--- config.mk ---
export PLATFORM = sky130hd
export DESIGN_NAME = dbus_uncached_bridge
export DESIGN_NICKNAME = d
export VERILOG_FILES = /design/src/rtl/dbus_uncached_bridge.sv
export SDC_FILE = /design/constraint.sdc
export NUM_CORES = 1
export LEC_CHECK = 0
export ABC_AREA = 1
export BUFFER_PORTS_ARGS = -buffer_cell sky130_fd_sc_hd__clkbuf_2
export CAP_MARGIN = 20
export CORE_MARGIN = 10
export CORE_UTILIZATION = 43
export CTS_CLUSTER_SIZE = 24
export DETAILED_ROUTE_END_ITERATION = 8
export HOLD_SLACK_MARGIN = 0.02
export PLACE_DENSITY = 0.85
export SLEW_MARGIN = 20
export SYNTH_ARGS = -nofsm -noshare
export SYNTH_HDL_FRONTEND = slang
export SYNTH_SLANG_ARGS = --single-unit
export TNS_END_PERCENT = 50
--- constraint.sdc ---
create_clock -name clk -period 6.11 [get_ports clk]
set_input_delay 0.9165 -clock clk [delete_from_list [all_inputs] [get_ports clk]]
set_output_delay 0.9165 -clock clk [all_outputs]
set_load 0.005 [all_outputs]
--- src/rtl/dbus_uncached_bridge.sv ---
`default_nettype none
// +----------------------------------------------------------------------------+
// | dbus_uncached_bridge: single-beat uncached path from dbus to cbus (MMIO).  |
// | Revision: 1.0                                                              |
// +----------------------------------------------------------------------------+

package common;
  typedef logic [63:0] addr_t;
  typedef logic [63:0] word_t;
  typedef logic [7:0]  strobe_t;
  typedef logic [2:0]  msize_t;
  typedef logic [3:0]  mlen_t;
  typedef logic [1:0]  axi_burst_type_t;

  localparam msize_t MSIZE1 = 3'd0;
  localparam msize_t MSIZE2 = 3'd1;
  localparam msize_t MSIZE4 = 3'd2;
  localparam msize_t MSIZE8 = 3'd3;
  localparam mlen_t MLEN1 = 4'd0;
  localparam axi_burst_type_t AXI_BURST_INCR = 2'b01;

  typedef struct packed {
    logic    valid;
    addr_t   addr;
    msize_t  size;
    strobe_t strobe;
    word_t   data;
  } dbus_req_t;

  typedef struct packed {
    logic  addr_ok;
    logic  data_ok;
    word_t data;
  } dbus_resp_t;

  typedef struct packed {
    logic            valid;
    logic            is_write;
    msize_t          size;
    addr_t           addr;
    strobe_t         strobe;
    word_t           data;
    mlen_t           len;
    axi_burst_type_t burst;
  } cbus_req_t;

  typedef struct packed {
    logic  ready;
    logic  last;
    word_t data;
  } cbus_resp_t;
endpackage

module dbus_uncached_bridge
  import common::*;
#(
  parameter int unsigned TIMEOUT_CYCLES = 0,
  parameter logic [63:0] TIMEOUT_DATA   = 64'hDEAD_BEEF_DEAD_BEEF
) (
  input  logic       clk,
  input  logic       reset,
  input  dbus_req_t  dreq,
  output dbus_resp_t dresp,
  output cbus_req_t  creq,
  input  cbus_resp_t cresp,
  output logic       busy,
  output logic       timeout
);

  typedef enum logic [1:0] {
    IDLE = 2'd0,
    REQ  = 2'd1,
    RESP = 2'd2
  } state_t;

  localparam logic [15:0] TIMEOUT_LIMIT = 16'(TIMEOUT_CYCLES);
  localparam bit          TIMEOUT_EN    = (TIMEOUT_CYCLES != 0);

  state_t      state_q, state_d;
  addr_t       addr_q, addr_d;
  msize_t      size_q, size_d;
  strobe_t     strobe_q, strobe_d;
  word_t       wdata_q, wdata_d;
  logic        is_write_q, is_write_d;
  word_t       rdata_q, rdata_d;
  logic [15:0] count_q, count_d;
  logic        tflag_q, tflag_d;

  always_ff @(posedge clk or posedge reset) begin
    if (reset) begin
      state_q    <= IDLE;
      addr_q     <= '0;
      size_q     <= '0;
      strobe_q   <= '0;
      wdata_q    <= '0;
      is_write_q <= 1'b0;
      rdata_q    <= '0;
      count_q    <= '0;
      tflag_q    <= 1'b0;
    end else begin
      state_q    <= state_d;
      addr_q     <= addr_d;
      size_q     <= size_d;
      strobe_q   <= strobe_d;
      wdata_q    <= wdata_d;
      is_write_q <= is_write_d;
      rdata_q    <= rdata_d;
      count_q    <= count_d;
      tflag_q    <= tflag_d;
    end
  end

  always_comb begin
    state_d    = state_q;
    addr_d     = addr_q;
    size_d     = size_q;
    strobe_d   = strobe_q;
    wdata_d    = wdata_q;
    is_write_d = is_write_q;
    rdata_d    = rdata_q;
    count_d    = count_q;
    tflag_d    = tflag_q;
    case (state_q)
      IDLE: begin
        count_d = '0;
        tflag_d = 1'b0;
        if (dreq.valid) begin
          addr_d     = dreq.addr;
          size_d     = dreq.size;
          strobe_d   = dreq.strobe;
          wdata_d    = dreq.data;
          is_write_d = |dreq.strobe;
          state_d    = REQ;
        end
      end
      REQ: begin
        count_d = count_q + 16'd1;
        // A completing beat takes priority over an expiring timeout.
        if (cresp.ready && cresp.last) begin
          rdata_d = is_write_q ? '0 : cresp.data;
          tflag_d = 1'b0;
          state_d = RESP;
        end else if (TIMEOUT_EN && (count_q == TIMEOUT_LIMIT)) begin
          rdata_d = is_write_q ? '0 : TIMEOUT_DATA;
          tflag_d = 1'b1;
          state_d = RESP;
        end
      end
      RESP:    state_d = IDLE;
      default: state_d = IDLE;
    endcase
  end

  // Outputs decode the state register only, so reset clears them without a clock.
  always_comb begin
    creq    = '0;
    dresp   = '0;
    timeout = 1'b0;
    busy    = (state_q != IDLE);
    if (state_q == REQ) begin
      creq.valid    = 1'b1;
      creq.is_write = is_write_q;
      creq.size     = size_q;
      creq.addr     = addr_q;
      creq.strobe   = strobe_q;
      creq.data     = wdata_q;
      creq.len      = MLEN1;
      creq.burst    = AXI_BURST_INCR;
    end
    if (state_q == RESP) begin
      dresp.addr_ok = 1'b1;
      dresp.data_ok = 1'b1;
      dresp.data    = rdata_q;
      timeout       = tflag_q;
    end
  end

endmodule
`default_nettype wire

==> out/summary.txt <==
largest cells by area after synthesis: dfrtp_1, o21ai_0, nor2_1
Pwr Density: 475 nW/µm²
fmax: 291 MHz
post-route clock period utilization: 56.3%
pre-CTS setup slack: 3.21 ns
Longest Clk Path Bufs: 3
Mean Syn Cell Area: 8.14 µm²
cell count after placement: 1,747
Pleak: 6.50 nW
row count: 53
Clock Latency Late Sink: 0.50 ns
Util after Layout: 57.4%
Reg clk slew, reported paths: 0.06 ns
critical path fanouts, max: 96
first-pass iteration count of the detailed router: 7
# clock sinks: 206
top-area cell type share of the netlist area: 56.3%
Initial Utilization: 43.7%
io pins: 423
Iter 0 DRT Violations: 683
Layout area overhead: 31.4%
DP HPWL: 21.0 mm
most frequent cells in the layout: clkbuf_2, nor2_1, dfrtp_1, inv_1, o21ai_0
n_diodes: 0
Residual DRC: 0
Num CTS Buffers: 23
Worst Hold Launch: wdata_q[19]$_DFFE_PP0P_
critical path, cell by cell: nand2_4 -> buf_4 -> nor2_1 -> clkbuf_2
htree depth: 1
Final Max Slew Viols: 0
post-layout instance count excluding filler cells: 1,789
Async SR Flop Fraction: 100%
final wirelength: 27.9 mm
CTS tree: built
status: finished, final reports clean
TNS Setup: 0 ns
sequential area share after synthesis: 56.3%
Die ar.: 27,500 µm²
crit path DAT: 2.52 ns
Final Skew: 0.0142 ns
Startpoint Class: register
Synth warnings: 0
RR Startpoint: state_q[1]$_DFFE_PP0P_
PortBufs: 416
DR WL/cell: 15.6 µm
GRT overflow: 0
Antenna Nets Post-Route: 0
hold_buf cts: 0
largest net degree at the start of global routing: 147
commonest non-fill, non-tap cell in the layout: clkbuf_2
Post-CTS Resized: 0
max cap viols: 0
Post-Syn Area: 9150 µm²
initial antenna violation count: 0
Worst EP required: 5.19 ns
vias in the first global route: 8,410
CP max-delay cell: buf_4
clk root buf: clkbuf_16
cell taking the most area after synthesis: dfrtp_1
Post-synth EDFFs: 0
chip height: 166 µm
crit-path max cell delay: 0.79 ns
CP Class: reg -> out
floorplan core area: 21,000 µm²
vias per cell: 4.72
worst ir drop on vdd: 0.263 mV
vias: 8,450
setup bufs post-CTS: 0
Unique masters post-synth: 17
endpoints failing setup: 0
final worst setup slack: 2.67 ns
Hold Crit Class: reg -> reg
Critical Path End Type: output port
Fillers: 1,828
post-synthesis register bit count: 206
Slew headroom: 33.6%
unrepaired setup endpoints after global routing: false
CP startpoint: state_q[0]$_DFFE_PP0P_
worst slew pin tran: 0.996 ns
flop2flop setup slack: 3.68 ns
first-pass GRT wire length: 44.3 mm
layout cells sized above 1: 31.0%
fin nets: 1,706
total global-route track usage: 19.2%
ys flop type: dfrtp_1
Hold Vio Cnt, Final: 0
Die Width: 166 µm
Syn Inst Count: 1,125
final RePlAce weighted congestion: 0.892
Tmin final: 3.44 ns
## state kept, by name, summed over array words and instances, names as in the netlist
register	cells
state_q	2
wdata_q	64
is_write_q	1
size_q	3
rdata_q	64
addr_q	64
strobe_q	8
## metal layers
| layer | GRT usage (%) | routed length, µm | up-vias |
|---|---|---|---|
| li1 | - | - | 4120 |
| met1 | 23.0 | 10600 | 3914 |
| met2 | 33.2 | 14200 | 354 |
| met3 | 4.59 | 2200 | 62 |
| met4 | 6.70 | 896 | 0 |
| met5 | 0 | 0 | - |
## path summary, 6_finish.rpt
path	end	cells after the start
hold reg to reg	wdata_q[19]$_DFFE_PP0P_	2
setup reg to reg	rdata_q[35]$_DFFE_PP0P_	6
max in group asynchronous	addr_q[32]$_DFFE_PP0P_	3
hold / removal	wdata_q[19]$_DFFE_PP0P_	2
setup / recovery	creq[13]	4
min in group asynchronous	rdata_q[52]$_DFFE_PP0P_	2
## where the power goes
group          switching [mW]  total, mW  internal, mW  leakage, nW
logic                    1.34       2.05         0.705         3.48
registers               0.179       2.19          2.01         2.60
clock network           0.525       1.48         0.953        0.413
## critical path, delay by kind of cell, from the launching register on
kind / cells / cell delay (ns)
buffers and inverters: 2 / 0.95
flip-flops: 1 / 0.42
AND/OR/NAND/NOR: 2 / 0.53
## cell families (layout without fill, tap and decap cells)
| logic type | count (synthesis) | in the layout | synth area share [%] |
|---|---|---|---|
| buffers and inverters | 291 | 675 | 14.1 |
| AOI/OAI and AO/OA | 204 | 204 | 11.2 |
| other | 1 | 6 | 0.0410 |
| DFF | 206 | 206 | 56.3 |
| and+or+nand+nor | 423 | 423 | 18.3 |
## cells in the mapped netlist, types with 3 or more instances
cell type / count
o21ai_0: 179
nor2_1: 209
inv_1: 207
buf_6: 13
clkbuf_1: 23
buf_4: 20
nand2_1: 147
o21ai_1: 25
buf_2: 24
nand3_1: 64
dfrtp_1: 206
inv_2: 3
## final cells by class
cell class              count  area, µm²  share of cell area [%]
clock inverters             7        135                    1.12
flip-flops and latches    206       5150                    42.9
multi-input cells         633       2730                    22.7
clock buffers              34        697                    5.79
well taps                 275        344                    2.86
inverters                 210        797                    6.63
repair buffers            424       2170                    18.0
## through the flow
stage                     instance area (µm²)  hold slack (ns)  power (mW)
final                                   12000            0.523        5.71
after global routing                    12000            0.543        6.16
after CTS                               12000            0.525        5.77
after detailed placement                11200            0.511        4.26
after global placement                  11200            0.497        4.16
after floorplan                          9180            0.449        3.51
Power figures use the tool's default switching activity.
